### src/rtl/alu_issue_queue.sv
// Instruction FIFO that feeds an external combinational ALU one word at a time
// and holds each captured result until the consumer accepts it.
module alu_issue_queue #(
  parameter int DEPTH = 4
) (
  input  logic                     clk,
  input  logic                     rst_n,
  input  logic [11:0]              instr_in,
  input  logic                     instr_valid,
  output logic                     instr_ready,
  output logic [11:0]              alu_in,
  input  logic [3:0]               alu_sum,
  output logic [3:0]               res_out,
  output logic [3:0]               res_opcode,
  output logic                     res_valid,
  input  logic                     res_ready,
  output logic [$clog2(DEPTH):0]   count
);

  localparam int AW = $clog2(DEPTH);
  localparam logic [AW:0]   FULL_CNT = DEPTH[AW:0];
  localparam logic [AW:0]   CNT_ONE  = (AW+1)'(1);
  localparam logic [AW:0]   CNT_ZERO = (AW+1)'(0);
  localparam logic [AW-1:0] PTR_ONE  = AW'(1);
  localparam logic [AW-1:0] PTR_ZERO = AW'(0);

  typedef enum logic [1:0] {
    IDLE  = 2'd0,
    ISSUE = 2'd1,
    HOLD  = 2'd2
  } state_t;

  state_t      state;
  logic [11:0] mem [DEPTH];
  logic [AW-1:0] wr_ptr;
  logic [AW-1:0] rd_ptr;
  logic        push;
  logic        pop;
  logic        not_empty;

  // Handshake decode; both push and pop look only at the occupancy at cycle start.
  always_comb begin
    not_empty   = (count != CNT_ZERO);
    instr_ready = (count != FULL_CNT);
    push        = instr_valid && instr_ready;
    case (state)
      IDLE:    pop = not_empty;
      HOLD:    pop = not_empty && res_ready;
      default: pop = 1'b0;
    endcase
  end

  // FIFO storage, deliberately left unreset.
  always_ff @(posedge clk) begin
    if (push) begin
      mem[wr_ptr] <= instr_in;
    end
  end

  // Pointers and occupancy; power-of-two depth lets pointers wrap naturally.
  always_ff @(posedge clk or negedge rst_n) begin
    if (!rst_n) begin
      wr_ptr <= PTR_ZERO;
      rd_ptr <= PTR_ZERO;
      count  <= CNT_ZERO;
    end else begin
      if (push) begin
        wr_ptr <= wr_ptr + PTR_ONE;
      end
      if (pop) begin
        rd_ptr <= rd_ptr + PTR_ONE;
      end
      case ({push, pop})
        2'b10:   count <= count + CNT_ONE;
        2'b01:   count <= count - CNT_ONE;
        default: count <= count;
      endcase
    end
  end

  // Issue sequencer: one instruction in flight, result held until accepted.
  always_ff @(posedge clk or negedge rst_n) begin
    if (!rst_n) begin
      state      <= IDLE;
      alu_in     <= 12'h000;
      res_out    <= 4'h0;
      res_opcode <= 4'h0;
      res_valid  <= 1'b0;
    end else begin
      case (state)
        IDLE: begin
          if (pop) begin
            alu_in <= mem[rd_ptr];
            state  <= ISSUE;
          end
        end
        ISSUE: begin
          res_out    <= alu_sum;
          res_opcode <= alu_in[11:8];
          res_valid  <= 1'b1;
          state      <= HOLD;
        end
        HOLD: begin
          if (res_ready) begin
            res_valid <= 1'b0;
            if (pop) begin
              alu_in <= mem[rd_ptr];
              state  <= ISSUE;
            end else begin
              state  <= IDLE;
            end
          end
        end
        default: begin
          res_valid <= 1'b0;
          state     <= IDLE;
        end
      endcase
    end
  end

endmodule

### config.mk
export PLATFORM = sky130hd
export DESIGN_NAME = alu_issue_queue
export DESIGN_NICKNAME = d
export VERILOG_FILES = /design/src/rtl/alu_issue_queue.sv
export SDC_FILE = /design/constraint.sdc
export NUM_CORES = 1
export LEC_CHECK = 0
export CORE_MARGIN = 3
export CORE_UTILIZATION = 53
export DETAILED_ROUTE_END_ITERATION = 8
export MAX_ROUTING_LAYER = met4
export PLACE_DENSITY = 0.78
export SYNTH_ARGS = -nofsm -noshare
export SYNTH_HDL_FRONTEND = slang
export SYNTH_SLANG_ARGS = --single-unit
### constraint.sdc
create_clock -name clk -period 3.1 [get_ports clk]
set_clock_uncertainty 0.2 [all_clocks]
set_input_delay 0.465 -clock clk [delete_from_list [all_inputs] [get_ports clk]]
set_output_delay 0.465 -clock clk [all_outputs]
set_load 0.01 [all_outputs]
# Word-level counts from Yosys, hierarchy flattened
# Memories as Yosys holds them, arrays and structs flattened.
# Cells that the tools add are included.
dict set report totals {
  reg_bits 30
  ramBits 48
  wordCells 43
  n_memories 1
}
dict set report classes {
  n_addsub 4
  n_eq_ne 7
  n_mux 13
  bitwise_logic 1
  reduce_logical 9
}
# name depth word_bits rd rd_clocked_by_memory_dff write_ports line
set mem_list {}
lappend mem_list {mem 4 12 1 0 1 34} ;# logic [11:0] mem [DEPTH];
# operator count
set ops {}
lappend ops {{12-bit two-way mux} 2}
lappend ops {{12-bit one-hot mux with 2 select lines} 1}
lappend ops {{2-bit one-hot mux with 3 select lines} 1}
lappend ops {{3-bit one-hot mux with 2 select lines} 1}
lappend ops {{2-bit AND reduction} 3}
lappend ops {{2-bit by 1-bit adder with 2-bit output (second input constant)} 2}
lappend ops {{2-bit by 1-bit == test with 1-bit output (second input constant)} 2}
lappend ops {{2-bit == test (second input constant)} 2}
lappend ops {{1-bit two-way mux} 4}
lappend ops {{2-bit two-way mux} 2}
lappend ops {{2-bit inequality test (second input constant)} 2}
lappend ops {{2-bit nonzero test} 2}
lappend ops {{3-bit by 1-bit adder with 3-bit output (second input constant)} 1}
lappend ops {{3-bit inequality test (second input constant)} 1}
lappend ops {{1-bit one-hot mux with 3 select lines} 1}
lappend ops {{3-bit nonzero test} 1}
lappend ops {{3-bit by 1-bit subtractor with 3-bit output (second input constant)} 1}
lappend ops {{1-bit logical AND} 2}
lappend ops {{2-bit zero test} 1}
lappend ops {{1-bit one-hot mux with 2 select lines} 1}
lappend ops {{1-bit NOT} 1}

# Logic depth before layout (Yosys ltp)
# Gate-level depths: netlist of run 1.
dict set report depth {
  depth_word 6
  depth_mapped 9
  depth_no_buf 9
}

# Worst setup path after synthesis of run 1
# OpenSTA, ideal clock, no wires.
dict set report synth_path {
  path_kind {flip-flop to flip-flop}
  from {register count[0]}
  to {register count[2]}
  setup_time_ps 79
  t_arrival_ps 2083
  setup_slack_ps 737
  path_stages_with_launch 10
  n_path_buf 0
  path_cell_list {dfrtp_1 or3b_4 and2_4 inv_1 ha_1 inv_1 fa_1 xor2_1 nor2_1 xor2_1}
}
dict set report synth_via {
  word_cells_on_any_way 11
  cone_classes {add/sub (2); eq/ne (3); mux (2); reduce/logical (4)}
}
# element line
set synth_rtl {}
lappend synth_rtl {{from (decl)} 17} ;# output logic [$clog2(DEPTH):0] count
lappend synth_rtl {{from (signal assigned)} 74} ;# 2'b10: count <= count + CNT_ONE;
lappend synth_rtl {{from (signal assigned)} 75} ;# 2'b01: count <= count - CNT_ONE;
lappend synth_rtl {{from (signal assigned)} 76} ;# default: count <= count;
lappend synth_rtl {{3-bit inequality test *} 44} ;# instr_ready = (count != FULL_CNT);
lappend synth_rtl {{named net instr_ready} 10} ;# output logic instr_ready,
lappend synth_rtl {{1-bit logical AND *} 45} ;# push = instr_valid && instr_ready;
lappend synth_rtl {{2-bit by 1-bit == test with 1-bit output or 2-bit == test (tied branches)} 73} ;# case ({push, pop})
lappend synth_rtl {{3-bit one-hot mux with 2 select lines or 2-bit nonzero test (tied branches)} n/a}
# The timed path passes the listed nets; every way through them passes the cells marked *.
# A chain may end at the register's enable or synchronous reset.

# Worst setup path in the final report of run 1
dict set report layout_path {
  from {register count[0]}
  to {register count[2]}
}
dict set report layout_via {
  elab_chain_len 5
  word_cells_on_any_way 11
  cone_classes {add/sub (2); eq/ne (3); mux (2); reduce/logical (4)}
}
# element line
set layout_lines {}
lappend layout_lines {{3-bit nonzero test} 43} ;# not_empty = (count != CNT_ZERO);
lappend layout_lines {{1-bit logical AND} 48} ;# HOLD: pop = not_empty && res_ready;
lappend layout_lines {{1-bit one-hot mux with 2 select lines} 46} ;# case (state)
lappend layout_lines {{2-bit by 1-bit == test with 1-bit output or 2-bit == test (tied branches)} 73}
lappend layout_lines {{3-bit one-hot mux with 2 select lines or 2-bit nonzero test (tied branches)} n/a}
# Parallel ways exist; a longest one is shown, timed or not.

==> results of run 1 <==
where the power goes:
group	switching, mW	internal (mW)	total (mW)
Sequential	0.249	1.46	1.71
Combinational	0.586	0.898	1.48
Clock	0.360	0.373	0.732
Total	1.20	2.73	3.93
stage by stage:
step                      utilization  instance area [um^2]  hold WS (ns)
after floorplan                     -                  3080       -0.0306
after global placement          0.643                  3590         0.269
after detailed placement        0.643                  3590         0.293
after CTS                       0.679                  3780         0.311
after global routing            0.679                  3780         0.334
final                           0.679                  3780         0.313
layout by cell type, fill, tap and decap left out:
cell / instances
a21o_1: 1
and2_4: 1
and3_1: 4
buf_4: 3
bufinv_16: 1
clkbuf_8: 9
clkdlybuf4s50_1: 44
clkinv_1: 1
clkinv_4: 3
clkinvlp_4: 2
dfrtp_1: 30
edfxtp_1: 48
fa_1: 1
ha_1: 5
inv_1: 6
mux2_2: 12
mux2_4: 9
mux2i_1: 1
mux4_1: 2
mux4_2: 10
nor2_1: 2
nor2b_1: 2
nor3_1: 1
nor3_2: 1
nor3_4: 1
nor4b_1: 1
o21a_1: 1
o21ai_0: 1
or3b_4: 1
xnor2_1: 2
xor2_1: 4
metal layers:
metal | up-vias | track usage
met5 | - | -
met4 | 0 | 0.0681
met3 | 11 | 0.0629
met2 | 44 | 0.323
met1 | 795 | 0.214
li1 | 685 | -
area by class of cell:
type                       count  area [um^2]  area share
clock buffer                   9          124      0.0327
clock inverter                 7         75.1      0.0198
inverter                       6         22.5     0.00595
multi-input combinational     63          818       0.216
sequential                    78         2190       0.579
tap                           72         90.1      0.0238
timing repair buffer          47          463       0.122
worst max-delay path, cell delays in order, from the launching register on:
cell	delay (ns)
dfrtp_1	0.45
or3b_4	0.45
and2_4	0.19
inv_1	0.06
ha_1	0.18
inv_1	0.06
fa_1	0.38
xor2_1	0.15
nor2_1	0.11
xor2_1	0.16
cell usage after synthesis, types with 2 or more instances:
| cell | count | area share |
|---|---|---|
| and3_1 | 4 | 0.0081 |
| buf_2 | 2 | 0.0032 |
| dfrtp_1 | 30 | 0.24 |
| edfxtp_1 | 48 | 0.47 |
| ha_1 | 5 | 0.020 |
| inv_1 | 6 | 0.0073 |
| mux2_2 | 12 | 0.044 |
| mux2_4 | 9 | 0.044 |
| mux4_1 | 2 | 0.017 |
| mux4_2 | 10 | 0.073 |
| nor2_1 | 2 | 0.0024 |
| nor2b_1 | 2 | 0.0041 |
| xnor2_1 | 2 | 0.0057 |
| xor2_1 | 4 | 0.011 |
registers in the layout, summed over array words and instances (netlist names):
register and flops:
wr_ptr 2, alu_in 12, rd_ptr 2, mem 48, res_out 4, state 2, res_valid 1, count 3
res_opcode 4
worst paths after layout:
path | start | to | slack, ns | depth (start not counted)
worst max-delay path | count[0]$_DFFE_PN0P_ | count[2]$_DFFE_PN0P_ | 0.63 | 9
worst min-delay path | rst_n | alu_in[2]$_DFFE_PN0P_ | 0.31 | 2
worst max register to register | count[0]$_DFFE_PN0P_ | count[2]$_DFFE_PN0P_ | 0.63 | 9
worst min register to register | res_valid$_DFFE_PN0P_ | res_valid$_DFFE_PN0P_ | 0.31 | 1
max in group asynchronous | rst_n | alu_in[4]$_DFFE_PN0P_ | 2.10 | 2
min in group clk | res_valid$_DFFE_PN0P_ | res_valid$_DFFE_PN0P_ | 0.31 | 1
kinds of logic (layout without fill, tap and decap cells):
kind of cell	Yosys count	after routing
flip-flops	78	78
adder cells (fa/ha/maj)	6	6
AND/OR/NAND/NOR	14	14
XOR/XNOR	6	6
buffers and inverters	11	69
multiplexers	34	34
AO/OA/AOI/OAI	3	3
==> summary.md, run 1 <==
| Metric | Value |
|---|---|
| Post-Syn Instances | `between 150 and 200` |
| IO Port Bufs | `44` |
| Hold Crit Class | `in2async` |
| Post-DP HPWL | `3690 um` |
| WP data arrival | `~2.5 ns` |
| Final nets | `between 200 and 250` |
| Setup crit start kind | `register` |
| Worst Path Required | `~3.2 ns` |
| Fill count | `approximately 370` |
| Multiplexer share of the synthesized area | `0.181` |
| Type of the worst setup path | `reg2reg` |
| Synthesized area | `roughly 3100 um^2` |
| Clk Latency, worst-skew pair | `0.34 ns` |
| Status | `finished clean` |
| Total grt overflow | `0` |
| WL met3 | `around 250 um` |
| Drc violations | `0` |
| Total Wirelength | `~5400 um` |
| Die width | `about 82 um` |
| Endpoint class of the critical path | `register` |
| Diode count | `0` |
| CTS tree | `built` |
| Adder-Cell Fraction of Synth Area | `0.0268` |
| Row count | `27` |
| Final setup viols | `0` |
| Met2 routed WL | `between 2000 and 3000 um` |
| Gr usage total | `0.192` |
| Initial Util | `0.553` |
| Synthesized-area fraction occupied by and/or/nand/nor cells | `0.0341` |
| Synth warnings | `0` |
| Compound-gate portion of the synthesized area | `0.00650` |
| DP Worst Slack | `roughly 0.53 ns` |
| Cell variety after synth | `28` |
| Fin crit share | `0.797` |
| Final Wtd Congestion | `between 0.7 and 0.8` |
| Post-CTS setup buffers | `0` |
| Worst Tran Pin Value | `0.753 ns` |
| Root buf cell | `clkbuf_8` |
| RSZ-0062 raised after global routing | `false` |
| Slew Limit Headroom | `0.497` |
| CTS Buf Count | `9` |
| Hold buffers post-CTS | `0` |
| Vias/cell | `roughly 5.4` |
| Clock tree buffer depth | `2` |
| Drt initial violations | `87` |
| Setup_tns | `0 ns` |
| Inst Count DP | `266` |
| Post-synth EDFFs | `48` |
| Max layer used | `met4` |
| Io pins | `45` |
| First drt pass iteration count | `4` |
| DR WL/cell | `19.0 um` |
| Final worst slack | `between 0.6 and 0.7 ns` |
| Die area | `approximately 6800 um^2` |
| Pins Over Slew Limit | `0` |
| # clock sinks | `78` |
| PD cells | `1040 nW/um^2` |
| Syn Area/Cell | `about 20 um^2` |
| Synth Area in XOR/XNOR | `0.0171` |
| Final antenna-violating net count | `0` |
| First-pass GRT wire length | `around 8600 um` |
| Vias in the first global route | `1674` |
| Largest net degree at the start of global routing | `31` |
| Initial antenna violation count | `0` |
| Fmax | `between 400 and 500 MHz` |
| Chip height | `slightly above 80 um` |
| Synth-to-layout area growth | `22.8%` |
| Largest family of logic cells by synthesized area | `multiplexers` |
| Syn_nets | `178` |
| Htree depth | `3` |
| Fin crit period | `2.47 ns` |
| Via Count | `about 1500` |
| Leak | `approximately 1.4 nW` |
| PostCTS Resize Cnt | `0` |
| Crit path max fanout | `6` |
| Max-Cap Viols | `0` |
| VDD IR max | `roughly 0.59 mV` |
| Post-synthesis sequential area ratio | `0.711` |
| Ys flop type | `edfxtp_1` |
| Clock transition at the registers of the reported paths | `0.08 ns` |
| Layout cells sized above 1 | `0.252` |
| Total core area | `5570 um^2` |
| Synth Register Bits | `around 80` |
| Final Hold Viols | `0` |
| M1 WL | `between 2000 and 2500 um` |
| Post-Layout Cell Count | `between 200 and 300` |
| Tot Pwr | `a little under 4 mW` |
| Async S/R FF share, synth | `0.385` |
No activity file was read; power rests on OpenSTA's default activity.
==> run 2: changes to the inputs <==
==> constraint.sdc (replaced) <==
create_clock -name clk -period 2.37 [get_ports clk]
set_clock_uncertainty 0.2 [all_clocks]
set_input_delay 0.3555 -clock clk [delete_from_list [all_inputs] [get_ports clk]]
set_output_delay 0.3555 -clock clk [all_outputs]
set_load 0.01 [all_outputs]
==> summary.md, run 2 (synthesis gave the netlist of run 1 again) <==
| Metric | Value |
|---|---|
| Top reg by flops | `mem` |
| Total grt overflow | `0 (unchanged)` |
| Slew Limit Headroom | `0.587 (+0.0902)` |
| Tot Pwr | `5.38 mW (+37%)` |
| Post-DP HPWL | `3580 um (-3.0%)` |
| Diode count | `0 (unchanged)` |
| Met2 routed WL | `2890 um (-0.96%)` |
| Hold Crit Class | `in2async` |
| Inst Count DP | `279 (+4.9%)` |
| Htree depth | `3 (unchanged)` |
| Initial Util | `0.553 (unchanged)` |
| Row count | `27 (unchanged)` |
| Initial antenna violation count | `0 (unchanged)` |
| Worst Tran Pin Value | `0.619 ns (-0.134 ns)` |
| First drt pass iteration count | `5 (+1)` |
| Leak | `1.53 nW (+6.4%)` |
| Drt initial violations | `60 (-31%)` |
| Max layer used | `met4` |
| Largest net degree at the start of global routing | `31 (unchanged)` |
| PD cells | `1370 nW/um^2 (+32%)` |
| Gr usage total | `0.185 (-0.00701)` |
| Post-Layout Cell Count | `297 (+5.3%)` |
| Most common cell after layout, fill and taps aside | `edfxtp_1` |
| WP data arrival | `2.38 ns (-0.16 ns)` |
| Clk Latency, worst-skew pair | `0.34 ns (about the same)` |
| Final Hold Viols | `0 (unchanged)` |
| Reg2reg start | `count[1]$_DFFE_PN0P_` |
| Max-Cap Viols | `0 (unchanged)` |
| CTS tree | `built` |
| Drc violations | `0 (unchanged)` |
| M1 WL | `2170 um (+2.7%)` |
| VDD IR max | `0.653 mV (+10%)` |
| # clock sinks | `78 (unchanged)` |
| Final setup viols | `0 (unchanged)` |
| Fill count | `357 (-3.3%)` |
| Chip height | `82.3 um (unchanged)` |
| DR WL/cell | `18.2 um (-4.5%)` |
| Vias/cell | `5.35 (-1.7%)` |
| First-pass GRT wire length | `8450 um (-1.9%)` |
| IO Port Bufs | `44 (unchanged)` |
| Io pins | `45 (unchanged)` |
| Worst Path Required | `2.43 ns (-0.74 ns)` |
| Synth-to-layout area growth | `27.5%` |
| Type of the worst setup path | `reg2reg` |
| Total Wirelength | `5400 um (+0.56%)` |
| Fin crit period | `2.31 ns (-0.158 ns)` |
| Commonest cells after routing, fill and taps aside | `edfxtp_1 (48), clkdlybuf4s50_1 (43), dfrtp_1 (30), buf_4 (18), mux2_2 (12)` |
| Fin crit share | `0.976 (+0.179)` |
| Status | `finished clean` |
| WL met3 | `257 um (+3.6%)` |
| Fmax | `432 MHz (+6.8%)` |
| Pins Over Slew Limit | `0 (unchanged)` |
| Crit path max fanout | `3 (-3)` |
| Clock tree buffer depth | `2 (unchanged)` |
| Total core area | `5570 um^2 (unchanged)` |
| Via Count | `1589 (+3.5%)` |
| Setup crit start kind | `register` |
| Final nets | `246 (+6.5%)` |
| Clock transition at the registers of the reported paths | `0.08 ns (about the same)` |
| Die width | `82.3 um (unchanged)` |
| Largest regs | `mem: 48 flops, alu_in: 12 flops` |
| Crit path from | `count[1]$_DFFE_PN0P_` |
| Layout cells sized above 1 | `0.316 (+0.0632)` |
| Multi-input logic area | `823 um^2 (+0.61%)` |
| Final Wtd Congestion | `0.709 (-2.8%)` |
| Final antenna-violating net count | `0 (unchanged)` |
| Die area | `6770 um^2 (unchanged)` |
| Max reg flops | `48 (unchanged)` |
| Vias in the first global route | `1685 (+0.66%)` |
| CTS Buf Count | `9 (unchanged)` |
| Root buf cell | `clkbuf_8` |
| Endpoint class of the critical path | `register` |
| Register Area | `2190 um^2 (unchanged)` |
==> run 2: routing by layer <==
| metal | vias to the layer above | global-route usage |
|---|---|---|
| met4 | 0 | 0.0897 |
| met1 | 825 | 0.213 |
| li1 | 713 | - |
| met2 | 45 | 0.300 |
| met3 | 6 | 0.0499 |
| met5 | - | - |
==> run 2: per-stage QoR <==
step,setup WS (ns),hold slack [ns],util,setup TNS [ns],cell area [um^2]
CTS,0.0151,0.200,0.701,0,3910
global placement,0.0131,0.269,0.661,0,3680
floorplan,0.00745,-0.140,-,0,3080
global route,-0.00382,0.239,0.705,-0.00382,3930
detailed placement,-0.0286,0.293,0.661,-0.0286,3680
finish,0.0573,0.202,0.705,0,3930
==> run 2: cell type report <==
cell class	instances	share of cell area
Clock buffer	9	0.0315
Clock inverter	7	0.0252
Inverter	6	0.00573
Multi-Input combinational cell	63	0.210
Sequential cell	78	0.558
Tap cell	72	0.0229
Timing Repair Buffer	62	0.147
==> run 2: timing repair <==
| action | 4_1_cts | 5_1_grt |
|---|---|---|
| setup buffers | 0 | 2 |
| hold buffers | 0 | 0 |
| setup endpoints to repair | 0 | 1 |
| resized for setup | 0 | 3 |
==> run 2: report_power, final <==
group,internal [mW],switching (mW),total (mW),leakage [nW]
Sequential,1.91,0.293,2.20,0.791
Clock,0.596,0.476,1.07,0.109
Combinational,1.29,0.813,2.11,0.627
Total,3.80,1.58,5.38,1.53
==> run 2: final timing paths <==
kind / cells past startpoint / end / slack [ns]
max in group asynchronous: 2 / alu_in[4]$_DFFE_PN0P_ / 1.48
worst max-delay path: 9 / count[2]$_DFFE_PN0P_ / 0.06
worst max register to register: 9 / count[2]$_DFFE_PN0P_ / 0.06
min in group clk: 1 / res_valid$_DFFE_PN0P_ / 0.31
worst min register to register: 1 / res_valid$_DFFE_PN0P_ / 0.31
worst min-delay path: 2 / alu_in[1]$_DFFE_PN0P_ / 0.20
==> run 2: worst max-delay path, stage by stage (launching register included) <==
cell and delay [ns]:
dfrtp_1 0.39, or3b_4 0.42, and2_4 0.17, inv_1 0.06, ha_2 0.17, inv_1 0.05
fa_2 0.33, xor2_1 0.15, nor2_1 0.13, xor2_1 0.16
